===== config.mk =====
export PLATFORM = sky130hd
export DESIGN_NAME = serial_add_sub_flat
export DESIGN_NICKNAME = d
export VERILOG_FILES = /design/src/rtl/serial_add_sub_pkg.sv /design/src/rtl/serial_add_sub_if.sv /design/src/rtl/serial_digit_add.sv /design/src/rtl/serial_add_sub.sv /design/src/flat_wrapper.sv
export SDC_FILE = /design/constraint.sdc
export NUM_CORES = 1
export LEC_CHECK = 0
export CAP_MARGIN = 40
export CORE_MARGIN = 1.5
export CORE_UTILIZATION = 54
export CTS_BUF_LIST = sky130_fd_sc_hd__clkbuf_4
export DETAILED_ROUTE_END_ITERATION = 10
export GPL_TIMING_DRIVEN = 0
export PLACE_DENSITY = 0.87
export SYNTH_ARGS = -nofsm -noshare
export SYNTH_HDL_FRONTEND = slang
export SYNTH_SLANG_ARGS = --single-unit

===== constraint.sdc =====
create_clock -name clk -period 2.75 [get_ports clk]
set_input_delay 0.825 -clock clk [delete_from_list [all_inputs] [get_ports clk]]
set_output_delay 0.825 -clock clk [all_outputs]
set_load 0.01 [all_outputs]

===== src/rtl/serial_add_sub_pkg.sv =====
// serial_add_sub_pkg
// Shared definitions for the digit-serial adder/subtractor:
//   - FSM state encoding (IDLE / RUN)
//   - derived sizing helpers: digit count and digit-counter width
//   - parameter legality helper used for the elaboration-time check
package serial_add_sub_pkg;

  typedef enum logic {
    IDLE = 1'b0,
    RUN  = 1'b1
  } state_t;

  // Number of RUN cycles needed to consume a WIDTH-bit operand.
  function automatic int ndig_f(input int width, input int digit);
    return width / digit;
  endfunction

  // Digit-counter width; never narrower than one bit, even when NDIG == 1.
  function automatic int cnt_w_f(input int ndig);
    return (ndig <= 32'sd1) ? 32'sd1 : $clog2(ndig);
  endfunction

  // Operand width must split evenly into digits and hold at least a sign bit
  // plus one magnitude bit.
  function automatic bit params_ok_f(input int width, input int digit);
    return (width >= 32'sd2) && (digit >= 32'sd1) && (digit <= width) &&
           ((width % digit) == 32'sd0);
  endfunction

endpackage


===== src/rtl/serial_add_sub_if.sv =====
// serial_add_sub_if
// Operand/result bundle between an operand source (master) and the
// digit-serial adder/subtractor (slave).
//   start, sub, a, b, cin : request side, driven by the master
//   busy, done, sum, cout, ovf : status/result side, driven by the slave
interface serial_add_sub_if #(
  parameter int WIDTH = 32'sd16
);

  logic             start;
  logic             sub;
  logic [WIDTH-1:0] a;
  logic [WIDTH-1:0] b;
  logic             cin;
  logic             busy;
  logic             done;
  logic [WIDTH-1:0] sum;
  logic             cout;
  logic             ovf;

  modport master (
    output start, sub, a, b, cin,
    input  busy, done, sum, cout, ovf
  );

  modport slave (
    input  start, sub, a, b, cin,
    output busy, done, sum, cout, ovf
  );

endinterface


===== src/rtl/serial_digit_add.sv =====
// serial_digit_add
// Combinational DIGIT-bit ripple-carry slice.
//   x, y : DIGIT-bit addends
//   ci   : carry in
//   s    : DIGIT-bit sum
//   co   : carry out of the top bit
module serial_digit_add #(
  parameter int DIGIT = 32'sd4
) (
  input  logic [DIGIT-1:0] x,
  input  logic [DIGIT-1:0] y,
  input  logic             ci,
  output logic [DIGIT-1:0] s,
  output logic             co
);

  logic [DIGIT:0] c_s;

  // Ripple the carry through the slice one bit at a time.
  always_comb begin
    c_s    = '0;
    s      = '0;
    c_s[0] = ci;
    for (int i = 32'sd0; i < DIGIT; i++) begin
      s[i]     = x[i] ^ y[i] ^ c_s[i];
      c_s[i+1] = (x[i] & y[i]) | (c_s[i] & (x[i] ^ y[i]));
    end
    co = c_s[DIGIT];
  end

endmodule


===== src/rtl/serial_add_sub.sv =====
// serial_add_sub
// Digit-serial adder/subtractor: WIDTH-bit operands processed DIGIT bits per
// clock through one serial_digit_add slice, NDIG = WIDTH/DIGIT cycles per op.
//   clk : rising-edge clock
//   rst : asynchronous active-high reset
//   bus : serial_add_sub_if slave (start/sub/a/b/cin in; busy/done/sum/cout/ovf out)
// Subtraction is done as a + ~b + ~cin, so cout=1 means "no borrow".
module serial_add_sub
  import serial_add_sub_pkg::*;
#(
  parameter int WIDTH = 32'sd16,
  parameter int DIGIT = 32'sd4
) (
  input  logic             clk,
  input  logic             rst,
  serial_add_sub_if.slave  bus
);

  localparam int NDIG  = ndig_f(WIDTH, DIGIT);
  localparam int CNT_W = cnt_w_f(NDIG);

  if (!params_ok_f(WIDTH, DIGIT)) begin : g_bad_params
    $error("serial_add_sub: WIDTH must be >= 2 and a multiple of DIGIT, with 1 <= DIGIT <= WIDTH");
  end

  state_t           state_r;
  logic [WIDTH-1:0] a_r;
  logic [WIDTH-1:0] b_r;
  logic [WIDTH-1:0] res_r;
  logic             carry_r;
  logic [CNT_W-1:0] cnt_r;
  logic             sign_a_r;
  logic             sign_b_r;
  logic             busy_r;
  logic             done_r;
  logic [WIDTH-1:0] sum_r;
  logic             cout_r;
  logic             ovf_r;

  logic [DIGIT-1:0] dsum_s;
  logic             dco_s;
  logic [WIDTH-1:0] dext_s;
  logic [WIDTH-1:0] res_next_s;
  logic             last_s;

  serial_digit_add #(.DIGIT(DIGIT)) u_slice (
    .x  (a_r[DIGIT-1:0]),
    .y  (b_r[DIGIT-1:0]),
    .ci (carry_r),
    .s  (dsum_s),
    .co (dco_s)
  );

  // New digit enters at the top of the result register; older digits move
  // down. Shift form keeps this legal when DIGIT == WIDTH.
  always_comb begin
    dext_s               = '0;
    dext_s[DIGIT-1:0]    = dsum_s;
    res_next_s           = (res_r >> DIGIT) | (dext_s << (WIDTH - DIGIT));
    last_s               = (cnt_r == CNT_W'(NDIG - 1));
  end

  // Control FSM, operand/result shift registers and registered outputs.
  always_ff @(posedge clk or posedge rst) begin
    if (rst) begin
      state_r  <= IDLE;
      a_r      <= '0;
      b_r      <= '0;
      res_r    <= '0;
      carry_r  <= 1'b0;
      cnt_r    <= '0;
      sign_a_r <= 1'b0;
      sign_b_r <= 1'b0;
      busy_r   <= 1'b0;
      done_r   <= 1'b0;
      sum_r    <= '0;
      cout_r   <= 1'b0;
      ovf_r    <= 1'b0;
    end else begin
      case (state_r)
        IDLE: begin
          done_r <= 1'b0;
          if (bus.start) begin
            a_r      <= bus.a;
            b_r      <= bus.sub ? ~bus.b : bus.b;
            carry_r  <= bus.cin ^ bus.sub;
            cnt_r    <= '0;
            sign_a_r <= bus.a[WIDTH-1];
            sign_b_r <= bus.b[WIDTH-1] ^ bus.sub;
            res_r    <= '0;
            busy_r   <= 1'b1;
            state_r  <= RUN;
          end else begin
            busy_r  <= 1'b0;
            state_r <= IDLE;
          end
        end
        RUN: begin
          a_r     <= a_r >> DIGIT;
          b_r     <= b_r >> DIGIT;
          carry_r <= dco_s;
          res_r   <= res_next_s;
          if (last_s) begin
            sum_r   <= res_next_s;
            cout_r  <= dco_s;
            // Overflow only possible when both addends share a sign.
            ovf_r   <= (sign_a_r == sign_b_r) && (res_next_s[WIDTH-1] != sign_a_r);
            done_r  <= 1'b1;
            busy_r  <= 1'b0;
            state_r <= IDLE;
          end else begin
            cnt_r   <= cnt_r + 1'b1;
            done_r  <= 1'b0;
            busy_r  <= 1'b1;
            state_r <= RUN;
          end
        end
        default: begin
          busy_r  <= 1'b0;
          done_r  <= 1'b0;
          state_r <= IDLE;
        end
      endcase
    end
  end

  assign bus.busy = busy_r;
  assign bus.done = done_r;
  assign bus.sum  = sum_r;
  assign bus.cout = cout_r;
  assign bus.ovf  = ovf_r;

endmodule


===== src/flat_wrapper.sv =====
// flat-port wrapper written by rule: the top's interface ports become plain ports
module serial_add_sub_flat import serial_add_sub_pkg::*;
#(
  parameter int WIDTH = 32'sd16,
  parameter int DIGIT = 32'sd4
)
  (clk, rst, bus_start, bus_sub, bus_a, bus_b, bus_cin, bus_busy, bus_done, bus_sum, bus_cout, bus_ovf);
  serial_add_sub_if #(.WIDTH(WIDTH)) bus_i ();
  input  logic clk;
  input  logic rst;
  input wire logic [$bits(bus_i.start)-1:0] bus_start;
  input wire logic [$bits(bus_i.sub)-1:0] bus_sub;
  input wire logic [$bits(bus_i.a)-1:0] bus_a;
  input wire logic [$bits(bus_i.b)-1:0] bus_b;
  input wire logic [$bits(bus_i.cin)-1:0] bus_cin;
  output wire logic [$bits(bus_i.busy)-1:0] bus_busy;
  output wire logic [$bits(bus_i.done)-1:0] bus_done;
  output wire logic [$bits(bus_i.sum)-1:0] bus_sum;
  output wire logic [$bits(bus_i.cout)-1:0] bus_cout;
  output wire logic [$bits(bus_i.ovf)-1:0] bus_ovf;
  assign bus_i.start = bus_start;
  assign bus_i.sub = bus_sub;
  assign bus_i.a = bus_a;
  assign bus_i.b = bus_b;
  assign bus_i.cin = bus_cin;
  assign bus_busy = bus_i.busy;
  assign bus_done = bus_i.done;
  assign bus_sum = bus_i.sum;
  assign bus_cout = bus_i.cout;
  assign bus_ovf = bus_i.ovf;
  serial_add_sub #(.WIDTH(WIDTH), .DIGIT(DIGIT)) u_core (.clk(clk), .rst(rst), .bus(bus_i));
endmodule

* Yosys cells after proc, flatten, opt, wreduce, memory -nomap -nowiden *
Cells that the tools add are included.

storage, ports and cells
  bits in registers = 73
  bits in latches = 0
  bits in writable memories = 0
  memory bits (read-only) = 0
  input bits = 37
  word-level logic and storage cells = 64
  memories = 0

operators by class
  $add $sub $neg = 1
  multipliers = 0
  divide/modulo/power cells = 0
  magnitude comparators = 0
  equal/unequal tests = 5
  shifts and indexed selects = 0
  mux-type cells = 17
  bitwise logic cells = 25
  reduce and logical (&&, ||, !) cells = 4

operator list
  kind                   number
  $pmux W16 S2           3
  $mux W16               4
  $not A16 Y16           1
  $or A12 B16 Y16        1
  $xor A1 B1 Y1          10
  $and A1 B1 Y1          8
  $pmux W1 S2            3
  $reduce_and A2 Y1      3
  $mux W1                4
  $mux W2                2
  $ne A2 B2 Y1 const B   2
  $or A1 B1 Y1           4
  $pmux W2 S2            1
  $add A2 B1 Y2 const B  1
  $eq A2 B2 Y1 const B   1
  $eq A1 B1 Y1           1
  $logic_and A1 B1 Y1    1
  $ne A1 B1 Y1           1
  $not A1 Y1             1

* Depth between registers and ports, before layout *
Gate-level depths: netlist of the first run.

  depth in word-level cells = 11
  gate-level depth with buffers = 9
  gate-level depth less buffers = 9

* Hierarchy *
A second synthesis of the first run with hierarchy kept.

unflattened totals
  cell total of the unflattened synthesis = 282
  area, all modules = 3209.3 um^2

by module, submodules not included
  module            times used  cells an instance  area each (um^2)  seq. area each (um^2)
  serial_add_sub    1           268                3091.7            1726.7
  serial_digit_add  1           14                 117.6             0.0

* Worst setup path before layout of the first run *
OpenSTA, ideal clock, no wires.

  path kind = register to register
  from = reg u_core.carry_r
  to = reg u_core.ovf_r (netlist: u_core.bus.ovf)
  arrival = 2.451 ns
  required time = 2.667 ns
  setup slack = 0.216 ns
  cell stages (with the launch flop) = 10
  clock period less this slack = 2.534 ns
  cell sequence = dfrtp_1 > inv_1 > fa_1 > inv_1 > fa_1 > fa_1 > fa_1 > nor3b_1 > a21oi_1 > o21ai_0

between the ends
  longest elaborated chain between the ends = 10

RTL lines
  element                 line                    source
  from (decl)             serial_add_sub.sv:30    logic carry_r;
  from (signal assigned)  serial_add_sub.sv:86    carry_r <= bus.cin ^ bus.sub;
  from (signal assigned)  serial_add_sub.sv:101   carry_r <= dco_s;
  $and A1 B1 Y1           serial_digit_add.sv:26  c_s[i+1] = (x[i] & y[i]) | (c_s[i] & (x[i] ^ y[i]));
  $or A1 B1 Y1            serial_digit_add.sv:26
  $and A1 B1 Y1           serial_digit_add.sv:26
  $or A1 B1 Y1            serial_digit_add.sv:26
  $and A1 B1 Y1           serial_digit_add.sv:26
  $or A1 B1 Y1            serial_digit_add.sv:26
  $xor A1 B1 Y1           serial_digit_add.sv:25  s[i] = x[i] ^ y[i] ^ c_s[i];
  via u_core.dsum_s[3]    serial_add_sub.sv:40    logic [DIGIT-1:0] dsum_s;
  $or A12 B16 Y16         serial_add_sub.sv:59    res_next_s = (res_r >> DIGIT) | (dext_s << (WIDTH - DIGIT));
  $ne A1 B1 Y1            serial_add_sub.sv:107   ovf_r <= (sign_a_r == sign_b_r) && (res_next_s[WIDTH-1] != sign_a_r);
  $logic_and A1 B1 Y1     serial_add_sub.sv:107
  to (signal assigned)    serial_add_sub.sv:107
  to (decl)               serial_add_sub.sv:38    logic ovf_r;

The timed path passes the listed nets, and every way through them passes these cells.
A chain may end at the register's enable or synchronous reset.

* Worst setup path in the final report of the first run *
Same ends and word-level chain as after synthesis.

==> out/qor.csv, run 1 <==
metric,value,unit
r2r_end,u_core.bus.ovf,
finalPower,0.003630,W
cts_buffers,9,
area_growth,24.84,%
hold_path.class,register to register,
clk_path_buf_depth,2,
firstDrtPassIters,4,
drive_gt1_share,15.27,%
die_x,79.72,um
synth.area.top_cells,"dfrtp_1 (54%), mux2i_1 (9.4%), o21ai_0 (5.4%)",
insertion_delay,0.41,ns
power.share.clock,17.3,%
p_int,0.002396,W
p_comb_share,37.6,%
pin_count,57,
yosys.area.top_type_share,54.33,%
switching_share,33.99,%
end_kind,register,
yosys_warnings,0,
grt_use_total,22.48,%
cts_root_buf,clkbuf_4,
rrSetupSlack,0.15,ns
crit_slowest_cell,fa_2,
min_to,u_core.a_r[9],
wl_per_cell,15.10,um
ant_nets,0,
slew_headroom,50.98,%
p_seq_share,45.1,%
cts_max_level,3,
syn_nets,318,
hpwlAfterDp,4528,um
path_cells,inv_1 -> fa_1 -> inv_1 -> fa_1 -> fa_2 -> fa_2 -> nor3b_2 -> a21oi_1 -> o21ai_1,
num_rows,27,
ys_ff_latch,69,
ys_seq_area_share,54.33,%
worst-endpoint-required,3.09,ns
drv_slew,0,
via_per_inst,5.286,
critical_path_arrival,2.93,ns
coreArea,5608,um2
holdBufCountCts,0,
cts_sinks,69,
portBuffers,54,
grt_max_degree,36,
critPathLaunch,u_core.carry_r,
regArea,1727,um2
wirelength,6328,um
min_from,u_core.a_r[13],
first_global_vias,2289,
cap_violations,0,
criticalPathCategory,register to register,
leakage,1.840,nW
die_h,79.72,um
initial_core_util,56.67,%
start_kind,register,
netlist_area,3178,um2
grt_setup_unrepaired,no,
period_needed,2.595,ns
reg2reg_depth,9,
worst_slew_pin_slew,0.7342,ns
fillers,425,
antenna_found_initial,0,
finalHoldViolCount,0,
worstHoldPathCells,2,
setup_viol,0,
cts_tree,done,
synth.avg_cell_area,11.51,um2
yosysTopAreaCell,dfrtp_1,
r2r_start,u_core.carry_r,
multi_input_area,1318,um2
ys_types,26,
dieArea,6354,um2
grt_overflow,0,
final_util,70.75,%
dp.cells,403,
skew,0.01071,ns
via_count,2215,
diodes,0,
gp_congestion,0.7807,
p_sw,0.001234,W
ir_drop,438.2,uV
finalWorstSetupSlack,0.1546,ns
drt_iter0_markers,124,
pre_cts_ws,0.01448,ns
max_freq,385.3,MHz
netlist_instances,276,
post-route-period-util,94.38,%
slowest_delay,0.59,ns
fin_nets,384,
instances_no_fill,419,
pwr_density_cell,915.0,nW/um2
path_clk_slew,0.11,ns
drcViolationCount,0,
outcome,"complete, no violations",
grt_pass1_wl,10610,um
path_max_fanout,4,
mostFrequentLayoutCells,"dfrtp_1 (69), clkdlybuf4s50_1 (54), nand2_1 (39)",
layout_commonest_cell,dfrtp_1,
[cells by family (layout without fill, tap and decap cells)]
kind of cell	Yosys count	after routing	synth area share, %
muxes	48	48	16.54
and+or+nand+nor	66	66	9.174
adders and majority gates	5	5	2.913
buffers and inverters	24	95	4.527
AOI/OAI and AO/OA	47	47	7.834
xor gates and xnor gates	17	17	4.685
DFF	69	69	54.33
[Yosys cell counts]
master	n
dfrtp_1	69
nand2_1	39
o21ai_0	34
mux2i_1	30
nand2b_1	14
xor2_1	13
mux2_2	12
nor2_1	10
buf_2	9
o21ai_1	7
mux2_4	6
inv_1	5
a211oi_1	4
fa_1	4
xnor2_1	4
buf_4	3
clkbuf_1	3
buf_6	2
a21oi_1	1
a22o_1	1
buf_12	1
ha_1	1
inv_2	1
nand2_2	1
nor2b_1	1
nor3b_1	1
[layout make-up]
type / instances / share of cell area (%)
sequential: 69 / 43.52
multi-input combinational: 183 / 33.21
timing repair buffer: 55 / 14.13
buffer: 18 / 3.059
tap: 72 / 2.271
clock buffer: 10 / 1.892
clock inverter: 6 / 1.356
inverter: 6 / 0.5676
[repair_timing]
item,CTS,global route
setup endpoints to repair,1,1
resized for setup,1,3
pin swaps,1,1
buffers inserted,0,0
endpoints found under the hold margin,0,0
[sequential cells by signal, indices dropped and copies added (netlist names)]
| name | count |
|---|---|
| u_core.a_r | 16 |
| u_core.bus.cout | 1 |
| u_core.bus.ovf | 1 |
| u_core.res_r | 12 |
| u_core.sign_a_r | 1 |
| u_core.cnt_r | 2 |
| u_core.state_r | 1 |
| u_core.bus.done | 1 |
| u_core.carry_r | 1 |
| u_core.bus.sum | 16 |
| u_core.sign_b_r | 1 |
| u_core.b_r | 16 |
[per-layer routing]
metal  up-vias  wire length, um  share of wire (%)  GRT usage (%)
met4         0              189                3.0          13.68
met5         -                0                  0              0
met1      1073             2811                 44          28.76
li1       1053                -                  -              -
met2        72             3066                 48          35.51
met3        17              262                4.1          4.000
[how the worst max path moves through the flow]
| stage | endpoint | slack [ns] | depth (start not counted) |
|---|---|---|---|
| 6_report | u_core.bus.ovf | 0.15 | 9 |
| 3_3_place_gp | u_core.a_r[14] | -0.88 | 2 |
| 5_1_grt | u_core.bus.ovf | 0.01 | 9 |
| 3_5_place_dp | u_core.bus.ovf | 0.01 | 9 |
| 2_1_floorplan | u_core.a_r[0] | 0.19 | 1 |
| 4_1_cts | u_core.bus.ovf | 0.06 | 9 |
[power groups by stage]
stage	clock [W]	sequential (W)	combinational, W
2_1_floorplan	0	0.00164	0.000811
3_3_place_gp	0	0.00163	0.00129
3_5_place_dp	0	0.00165	0.00136
4_1_cts	0.000643	0.00163	0.00137
5_1_grt	0.000674	0.00168	0.00151
6_report	0.000628	0.00164	0.00137
[stage by stage]
step	TNS, ns	hold WS [ns]	cell area [um2]
after floorplan	0	0.4492	3178
after global placement	-60.47	0.4587	3809
after detailed placement	0	0.4733	3829
after CTS	0	0.4972	3960
after global routing	0	0.5171	3968
final	0	0.4960	3968
[critical path: cells and delay by family, from the launching register on]
family / cells / cell delay, ns
DFF: 1 / 0.39
buffers and inverters: 2 / 0.15
AOI/OAI and AO/OA: 2 / 0.17
and+or+nand+nor: 1 / 0.17
adders and majority gates: 4 / 1.65
No activity file was read; power rests on OpenSTA's default activity.
==> run 2, diff against run 1 <==
--- a/config.mk
+++ b/config.mk
@@ -9,6 +9,7 @@
 export CORE_MARGIN = 1.5
 export CORE_UTILIZATION = 54
 export CTS_BUF_LIST = sky130_fd_sc_hd__clkbuf_4
+export CTS_CLUSTER_DIAMETER = 40
 export DETAILED_ROUTE_END_ITERATION = 10
 export GPL_TIMING_DRIVEN = 0
 export PLACE_DENSITY = 0.87
==> results of run 2 <==
Same layout as run 1: the final DEF is identical, and so are final timing and power.
